--- config.mk ---
export PLATFORM = sky130hd
export DESIGN_NAME = ascon_perm_arbiter
export DESIGN_NICKNAME = d
export VERILOG_FILES = /design/src/rtl/ascon_pkg.sv /design/src/rtl/ascon_rr_pick.sv /design/src/rtl/ascon_perm_arbiter.sv
export SDC_FILE = /design/constraint.sdc
export NUM_CORES = 1
export LEC_CHECK = 0
export ABC_CLOCK_PERIOD_IN_PS = 2000
export BUFFER_PORTS_ARGS = -buffer_cell sky130_fd_sc_hd__clkbuf_2
export CORE_MARGIN = 10
export CORE_UTILIZATION = 42
export DETAILED_ROUTE_END_ITERATION = 7
export PLACE_DENSITY = 0.71
export RECOVER_POWER = 50
export SLEW_MARGIN = 25
export SYNTH_ARGS = -nofsm -noshare
export SYNTH_HDL_FRONTEND = slang
export SYNTH_SLANG_ARGS = --single-unit
--- constraint.sdc ---
create_clock -name clk -period 2 [get_ports clk]
set_input_delay 0.3 -clock clk [delete_from_list [all_inputs] [get_ports clk]]
set_output_delay 0.3 -clock clk [all_outputs]
set_load 0.03 [all_outputs]
--- src/rtl/ascon_pkg.sv ---
// Shared types and constants for the Ascon permutation arbiter.
// Holds the arbiter FSM state encoding and the legal round counts.
package ascon_pkg;

    typedef enum logic [1:0] {
        IDLE  = 2'd0,
        ISSUE = 2'd1,
        WAIT  = 2'd2,
        RESP  = 2'd3
    } arb_state_t;

    localparam logic [3:0] ROUNDS_P12 = 4'd12;
    localparam logic [3:0] ROUNDS_P8  = 4'd8;
    localparam logic [3:0] ROUNDS_P6  = 4'd6;

    function automatic logic rounds_legal(input logic [3:0] rounds);
        return (rounds == ROUNDS_P12) || (rounds == ROUNDS_P8) || (rounds == ROUNDS_P6);
    endfunction

endpackage

--- src/rtl/ascon_rr_pick.sv ---
// Combinational round-robin picker: finds the first set bit of req,
// searching upward from ptr and wrapping past NUM_REQ-1 back to 0.
module ascon_rr_pick #(
    parameter int NUM_REQ = 4
) (
    input  logic [NUM_REQ-1:0]         req,
    input  logic [$clog2(NUM_REQ)-1:0] ptr,
    output logic                       valid,
    output logic [$clog2(NUM_REQ)-1:0] idx
);

    localparam int IW = $clog2(NUM_REQ);
    localparam logic [IW:0] NUM_REQ_W = (IW+1)'(NUM_REQ);

    logic [IW:0]   sum  [NUM_REQ];
    logic [IW-1:0] cand [NUM_REQ];
    logic [NUM_REQ-1:0] hit;

    // Offset gi from the pointer maps to requester (ptr + gi) mod NUM_REQ.
    generate
        for (genvar gi = 0; gi < NUM_REQ; gi++) begin : g_cand
            assign sum[gi]  = {1'b0, ptr} + (IW+1)'(gi);
            assign cand[gi] = (sum[gi] >= NUM_REQ_W) ? IW'(sum[gi] - NUM_REQ_W) : IW'(sum[gi]);
            assign hit[gi]  = req[cand[gi]];
        end
    endgenerate

    always_comb begin
        valid = |hit;
        idx   = '0;
        for (int k = NUM_REQ - 1; k >= 0; k--) begin
            if (hit[k]) begin
                idx = cand[k];
            end
        end
    end

endmodule

--- src/rtl/ascon_perm_arbiter.sv ---
// Round-robin arbiter sharing one Ascon permutation engine among NUM_REQ requesters.
// Define ASCON_ARB_WDOG_EN to abort WAIT after WDOG_CYCLES cycles without perm_done.
module ascon_perm_arbiter
    import ascon_pkg::*;
#(
    parameter int NUM_REQ     = 4,
    parameter int WDOG_CYCLES = 64
) (
    input  logic                       clk,
    input  logic                       rst,
    input  logic [NUM_REQ-1:0]         req_valid,
    input  logic [NUM_REQ*4-1:0]       req_rounds,
    output logic [NUM_REQ-1:0]         req_ready,
    output logic [NUM_REQ-1:0]         rsp_valid,
    output logic                       rsp_err,
    output logic                       perm_start,
    output logic [3:0]                 perm_rounds,
    input  logic                       perm_busy,
    input  logic                       perm_done,
    output logic [$clog2(NUM_REQ)-1:0] grant_id,
    output logic                       arb_busy,
    output logic                       err
);

    localparam int IW = $clog2(NUM_REQ);
    localparam logic [IW:0] NUM_REQ_W = (IW+1)'(NUM_REQ);
    localparam int WDOG_W = $clog2(WDOG_CYCLES + 1);
    localparam logic [WDOG_W-1:0] WDOG_LAST = WDOG_W'(WDOG_CYCLES - 1);

`ifdef ASCON_ARB_WDOG_EN
    localparam bit WDOG_EN = 1'b1;
`else
    localparam bit WDOG_EN = 1'b0;
`endif

    arb_state_t state_reg, state_next;

    logic [IW-1:0]     grant_reg;
    logic [IW-1:0]     rr_ptr_reg;
    logic [3:0]        rounds_reg;
    logic              legal_reg;
    logic              op_err_reg;
    logic              err_reg;
    logic [WDOG_W-1:0] wdog_cnt_reg;

    logic          pick_valid;
    logic [IW-1:0] pick_idx;
    logic [3:0]    rounds_slice [NUM_REQ];
    logic [3:0]    win_rounds;
    logic          accept;
    logic          in_resp;
    logic          wdog_hit;
    logic [IW:0]   grant_inc;
    logic [IW-1:0] rr_next;

    ascon_rr_pick #(
        .NUM_REQ (NUM_REQ)
    ) u_pick (
        .req   (req_valid),
        .ptr   (rr_ptr_reg),
        .valid (pick_valid),
        .idx   (pick_idx)
    );

    generate
        for (genvar gi = 0; gi < NUM_REQ; gi++) begin : g_slice
            assign rounds_slice[gi] = req_rounds[4*gi +: 4];
        end
    endgenerate

    assign win_rounds = rounds_slice[pick_idx];
    assign wdog_hit   = WDOG_EN && (wdog_cnt_reg == WDOG_LAST);
    assign grant_inc  = {1'b0, grant_reg} + (IW+1)'(1);
    assign rr_next    = (grant_inc == NUM_REQ_W) ? '0 : grant_inc[IW-1:0];

    always_ff @(posedge clk) begin
        if (rst) begin
            state_reg <= IDLE;
        end else begin
            state_reg <= state_next;
        end
    end

    always_comb begin
        state_next = state_reg;
        case (state_reg)
            IDLE:  if (pick_valid) state_next = ISSUE;
            ISSUE: begin
                if (!legal_reg) begin
                    state_next = RESP;
                end else if (!perm_busy) begin
                    state_next = WAIT;
                end
            end
            WAIT:  if (perm_done || wdog_hit) state_next = RESP;
            RESP:  state_next = IDLE;
            default: state_next = IDLE;
        endcase
    end

    // Pulses are masked during reset so nothing leaks out while the FSM is being cleared.
    always_comb begin
        accept     = !rst && (state_reg == IDLE) && pick_valid;
        perm_start = !rst && (state_reg == ISSUE) && legal_reg && !perm_busy;
        in_resp    = !rst && (state_reg == RESP);
        rsp_err    = in_resp && op_err_reg;
        arb_busy   = (state_reg != IDLE);
    end

    generate
        for (genvar gi = 0; gi < NUM_REQ; gi++) begin : g_onehot
            assign req_ready[gi] = accept  && (pick_idx  == IW'(gi));
            assign rsp_valid[gi] = in_resp && (grant_reg == IW'(gi));
        end
    endgenerate

    always_ff @(posedge clk) begin
        if (rst) begin
            grant_reg    <= '0;
            rr_ptr_reg   <= '0;
            rounds_reg   <= '0;
            legal_reg    <= 1'b0;
            op_err_reg   <= 1'b0;
            err_reg      <= 1'b0;
            wdog_cnt_reg <= '0;
        end else begin
            if (accept) begin
                grant_reg  <= pick_idx;
                rounds_reg <= win_rounds;
                legal_reg  <= rounds_legal(win_rounds);
                op_err_reg <= !rounds_legal(win_rounds);
            end
            if ((state_reg == ISSUE) && !perm_busy) begin
                wdog_cnt_reg <= '0;
            end
            if (state_reg == WAIT) begin
                if (wdog_cnt_reg != WDOG_LAST) begin
                    wdog_cnt_reg <= wdog_cnt_reg + WDOG_W'(1);
                end
                // A completion arriving on the timeout cycle still counts as success.
                if (!perm_done && wdog_hit) begin
                    op_err_reg <= 1'b1;
                end
            end
            if (state_reg == RESP) begin
                rr_ptr_reg <= rr_next;
                if (op_err_reg) begin
                    err_reg <= 1'b1;
                end
            end
        end
    end

    assign grant_id    = grant_reg;
    assign perm_rounds = rounds_reg;
    assign err         = err_reg;

endmodule

# Yosys cells after proc, flatten, opt, wreduce, memory -nomap -nowiden
# Index checks and enable logic that the tools add are counted.
[totals]
in_bits = 24
wordCells = 93
reg_bits = 13
[classes]
n_eq_ne = 16
bitwise_logic = 1
muxes = 25
addsub = 8
order_cmp = 9
n_reduce_logical = 27
[ops]
columns = ["op", "count"]
rows = [
  ["2-bit 2-to-1 mux", 13],
  ["1-bit logical AND", 15],
  ["2-bit == test, second input constant", 6],
  ["3-bit >= comparator, second input constant", 4],
  ["2-bit by 3-bit < comparator with 1-bit output, second input constant", 4],
  ["1-bit binary-select mux with 2-bit select", 4],
  ["4-bit binary-select mux with 2-bit select", 1],
  ["4-bit == test, second input constant", 2],
  ["4-bit 2-to-1 mux", 2],
  ["2-bit case mux with 4 select lines", 1],
  ["2-bit by 1-bit subtractor with 2-bit output, second input constant", 4],
  ["2-bit by 1-bit adder with 3-bit output, second input constant", 2],
  ["2-bit by 2-bit adder with 3-bit output, second input constant", 2],
  ["2-bit by 1-bit == test with 1-bit output, second input constant", 3],
  ["2-bit zero test", 3],
  ["4-bit by 3-bit == test with 1-bit output, second input constant", 1],
  ["1-bit 2-to-1 mux", 4],
  ["2-bit != test, second input constant", 2],
  ["4-bit OR reduction", 1],
  ["3-bit == test, second input constant", 1],
  ["2-bit by 3-bit >= comparator with 1-bit output, second input constant", 1],
  ["1-bit zero test", 3],
  ["3-bit != test, second input constant", 1],
  ["2-bit inverter with 3-bit output", 1],
  ["other kinds (4)", 5],
]

# Logic depth before layout (Yosys ltp)
[depth]
ltp_word = 17
depth_mapped = 8
ltp_nobuf = 7

# Hierarchy
# Synthesis repeated with hierarchy kept, for this count alone.
[hier_totals]
cells_unflattened = 112
area_unflattened_um2 = 989.7
[by_module_without_submodules]
columns = ["mod", "cells_each", "instances", "area_per_inst_um2"]
rows = [
  ["ascon_perm_arbiter", 99, 1, 912.1],
  ["ascon_rr_pick", 13, 1, 77.6],
]

# Worst setup path after synthesis
# Ideal clock, no wire load.
[synth_timing]
kind = "input -> output"
start = "input port req_valid[2]"
end = "output port req_ready[1]"
slack_ps = -74
arrival_time_ps = 1774
required_time_ps = 1700
cell_stages = 6
cell_sequence = "nor2b_1 -> or4b_4 -> buf_4 -> nand2_2 -> nand2_1 -> nor2_1"
[synth_between]
elab_chain_cells = 8
[synth_rtl]
columns = ["item", "line", "text"]
rows = [
  ["start: declaration", "ascon_perm_arbiter.sv:11", "input logic [NUM_REQ-1:0] req_valid,"],
  ["1-bit binary-select mux with 2-bit select", "ascon_rr_pick.sv:24", "assign hit[gi] = req[cand[gi]];"],
  ["1-bit 2-to-1 mux (not written as such)", "ascon_rr_pick.sv:24", ""],
  ["2-bit 2-to-1 mux (4 in series)", "ascon_rr_pick.sv:32", "if (hit[k]) begin"],
  ["2-bit by 1-bit == test with 1-bit output", "ascon_perm_arbiter.sv:112", "assign req_ready[gi] = accept && (pick_idx == IW'(gi));"],
  ["1-bit logical AND (*)", "ascon_perm_arbiter.sv:112", ""],
  ["end: declaration", "ascon_perm_arbiter.sv:13", "output logic [NUM_REQ-1:0] req_ready,"],
]
# Mark *: on every way between the ends. The rest lies on a longest branch, timed or not. The select of a mux whose other input is x is not followed.

# Worst setup path in the final report
[layout_timing]
start = "register rr_ptr_reg[0]"
end = "output port req_ready[2]"
[layout_between]
elab_chain_cells = 11
[layout_rtl]
columns = ["item", "line", "text"]
rows = [
  ["start: declaration", "ascon_perm_arbiter.sv:39", "logic [IW-1:0] rr_ptr_reg;"],
  ["start signal: assignment", "ascon_perm_arbiter.sv:146", "rr_ptr_reg <= rr_next;"],
  ["2-bit by 2-bit adder with 3-bit output", "ascon_rr_pick.sv:22", "assign sum[gi] = {1'b0, ptr} + (IW+1)'(gi);"],
  ["3-bit >= comparator / 2-bit by 1-bit subtractor with 2-bit output (equally long branches)", "ascon_rr_pick.sv:23", "assign cand[gi] = (sum[gi] >= NUM_REQ_W) ? IW'(sum[gi] - NUM_REQ_W) : IW'(sum[gi]);"],
  ["2-bit 2-to-1 mux", "ascon_rr_pick.sv:23", ""],
  ["1-bit binary-select mux with 2-bit select", "ascon_rr_pick.sv:24", ""],
  ["1-bit 2-to-1 mux (not written as such)", "ascon_rr_pick.sv:24", ""],
  ["2-bit 2-to-1 mux (4 in series)", "ascon_rr_pick.sv:32", ""],
  ["2-bit == test", "ascon_perm_arbiter.sv:112", ""],
  ["1-bit logical AND (*)", "ascon_perm_arbiter.sv:112", ""],
]
# Marks and branches as above.

==> results.toml <==
[synthesis]
synth_top_area_share = 0.265
synth_commonest_cells = "13 x dfxtp_1, 10 x nand2_1, 10 x nor2_1"
yosys.area.top_type = "dfxtp_1"
async_flop_share = 0
postSynthNetCount = 152
synth.area.top_cells = "dfxtp_1 26%, ha_1 11%, nor2b_1 5.1%, and2_1 3.8%, nand2_1 3.8%"
syn_inst = 119
yosysWarnings = 0
syn_area_per_cell_um2 = 8.26
ys_types = 36
synth_most_common_cell = "dfxtp_1"
seq_area_frac_synth = 0.265
synth_edf_count = 0
ys.flop_type = "dfxtp_1"
ys_ff_latch = 13
syn_area_um2 = 983

[timing]
hold_viol_final = 0
slew_violations = 0
grt_setup_unrepaired = "true"
finalCritPeriodShare = 1.01
finalWorstSetupSlack_ns = -0.0175
clock.fmax_mhz = 496
setup-violations-final = 5
max_slew.worst_pin.slew_ns = 0.371
clock-skew-final_ns = 0.00427
relSlewSlack = 0.751
period_needed_ns = 2.02

[layout]
drive_above_1_share = 0.471
largest_reg_flops = 4
regArea_um2 = 265
layout.nets = 221
fin_area_um2 = 1600
finish.utilization = 0.722
n_fill_cell = 185
n_antenna_cell = 0
area_growth_pct = 62.5
multi_input_area_um2 = 813

[critical_path]
timing.rr.start = "rr_ptr_reg[0]"
cp.arrival_ns = 1.72
endpoint_kind = "primary output"
setup.worst_path.start_class = "register"
critPathLaunch = "rr_ptr_reg[0]"
crit_type = "reg2out"
rr_endpoint = "legal_reg"
cp_max_fo = 8
r2r_setup_slack_ns = -0.01
reg2reg_depth = 9
endpoint = "req_ready[2]"
worstPathRequired_ns = 1.70

[detailed_routing]
antenna_left = 0
totalWireLength_um = 3600
firstDrtPassIters = 7
drt_iter0_markers = 30
wl_per_cell_um = 16.7
vias_per_cell = 5.55
drc_errors = 0
dr_total_vias = 1194

[flow_run]
drv_cap = 0

[hold_path]
hold_path.class = "in2reg"

[status]
violations = "setup timing"
outcome = "finished, violations left"

[pwr]
ir_drop_v = 0.000453
cellPowerDensity_nw_per_um2 = 902
p_leak_nw = 0.756

[die]
core_um2 = 2210
die_y_um = 68.4
design.portCount = 42
die_area_um2 = 4680
row_count = 17
start_util = 0.445
dieWidth_um = 68.4

[global_routing]
grt_pass1_wl_um = 5240
antenna_found_initial = 0
grt_pass1_vias = 1220
grt-ovfl-total = 0
grt_usage = 0.140
grt_max_degree = 10

[clock_tree]
root_buffer = "clkbuf_4"
clockBufferDepth = 2
htreeDepth = 1
numCtsBuffers = 3
clk_pin_slew_ns = 0.08
cts_tree = "yes"
clkLatencyLatePin_ns = 0.27
numClockSinks = 13

[placed_design]
dpl_cell_area_um2 = 1360
portBuffers = 41
dpl.hpwl_um = 2630
gp_congestion = 0.806
dp_slack_ns = -0.264
[cells in the final DEF, fill, tap and decap left out, types with 3 or more instances in the layout]
| cell | instances |
|---|---|
| and2_1 | 5 |
| and3_1 | 5 |
| buf_4 | 27 |
| clkbuf_1 | 9 |
| clkbuf_2 | 30 |
| clkbuf_4 | 3 |
| dfxtp_1 | 11 |
| ha_1 | 9 |
| inv_1 | 6 |
| mux2i_1 | 3 |
| nand2_1 | 8 |
| nand3_1 | 4 |
| nor2_1 | 8 |
| nor2b_1 | 6 |
[metrics by stage]
stage / hold slack [ns] / std cells / power [mW] / TNS, ns
floorplan: 0.372 / 119 / 0.870 / -0.222
global placement: 0.433 / 205 / 1.11 / -0.651
detailed placement: 0.445 / 205 / 1.14 / -1.19
CTS: 0.306 / 211 / 1.35 / -0.202
global route: 0.323 / 215 / 1.54 / -0.412
finish: 0.299 / 215 / 1.44 / -0.0685
[power by group]
group          leakage (nW)  internal (mW)  total, mW  switching, mW
registers             0.108          0.342      0.413         0.0705
logic                 0.633          0.370      0.865          0.495
clock network        0.0150         0.0773      0.164         0.0865
[metal layers]
layer	global-route usage	routed length, um	up-vias
li1	-	-	575
met1	0.139	1370	553
met2	0.249	1770	50
met3	0.0457	285	16
met4	0.0829	165	0
met5	0	0	-
[final cells by class]
class	count	area share
Multi-Input combinational cell	95	0.509
Timing Repair Buffer	69	0.273
Clock buffer	4	0.0164
Sequential cell	13	0.166
Inverter	6	0.0141
Tap cell	28	0.0219
[logic make-up (layout without fill, tap and decap cells)]
family	after synthesis	after routing	share of synthesized area
mux	3	3	0.0305
fa+ha+maj	9	9	0.115
compound gates	27	27	0.229
flops	13	13	0.265
simple gates	56	56	0.313
buf+inv	11	79	0.0484
[worst min path at each step]
stage	startpoint	endpoint	slack, ns	cells after the start
after floorplan	rst	rr_ptr_reg[0]	0.37	1
after global placement	err	err	0.43	1
after detailed placement	perm_rounds[2]	perm_rounds[2]	0.44	2
after CTS	rst	rr_ptr_reg[0]	0.31	2
after global routing	rst	rr_ptr_reg[1]	0.32	2
final	rst	rr_ptr_reg[0]	0.30	2
[worst max-delay path, cell delays in order (launching register included)]
cell,delay [ns]
dfxtp_4,0.38
nor2b_2,0.05
or4_4,0.58
nand2_4,0.13
buf_6,0.10
nor3_2,0.03
buf_4,0.17
[repair_timing]
| action | CTS | global route |
|---|---|---|
| gates resized for setup | 19 | 24 |
| setup buffers | 2 | 4 |
| setup endpoints to repair | 7 | 8 |
| hold buffers | 0 | 0 |
| pin swaps | 9 | 9 |
(Power assumes the default switching activity.)
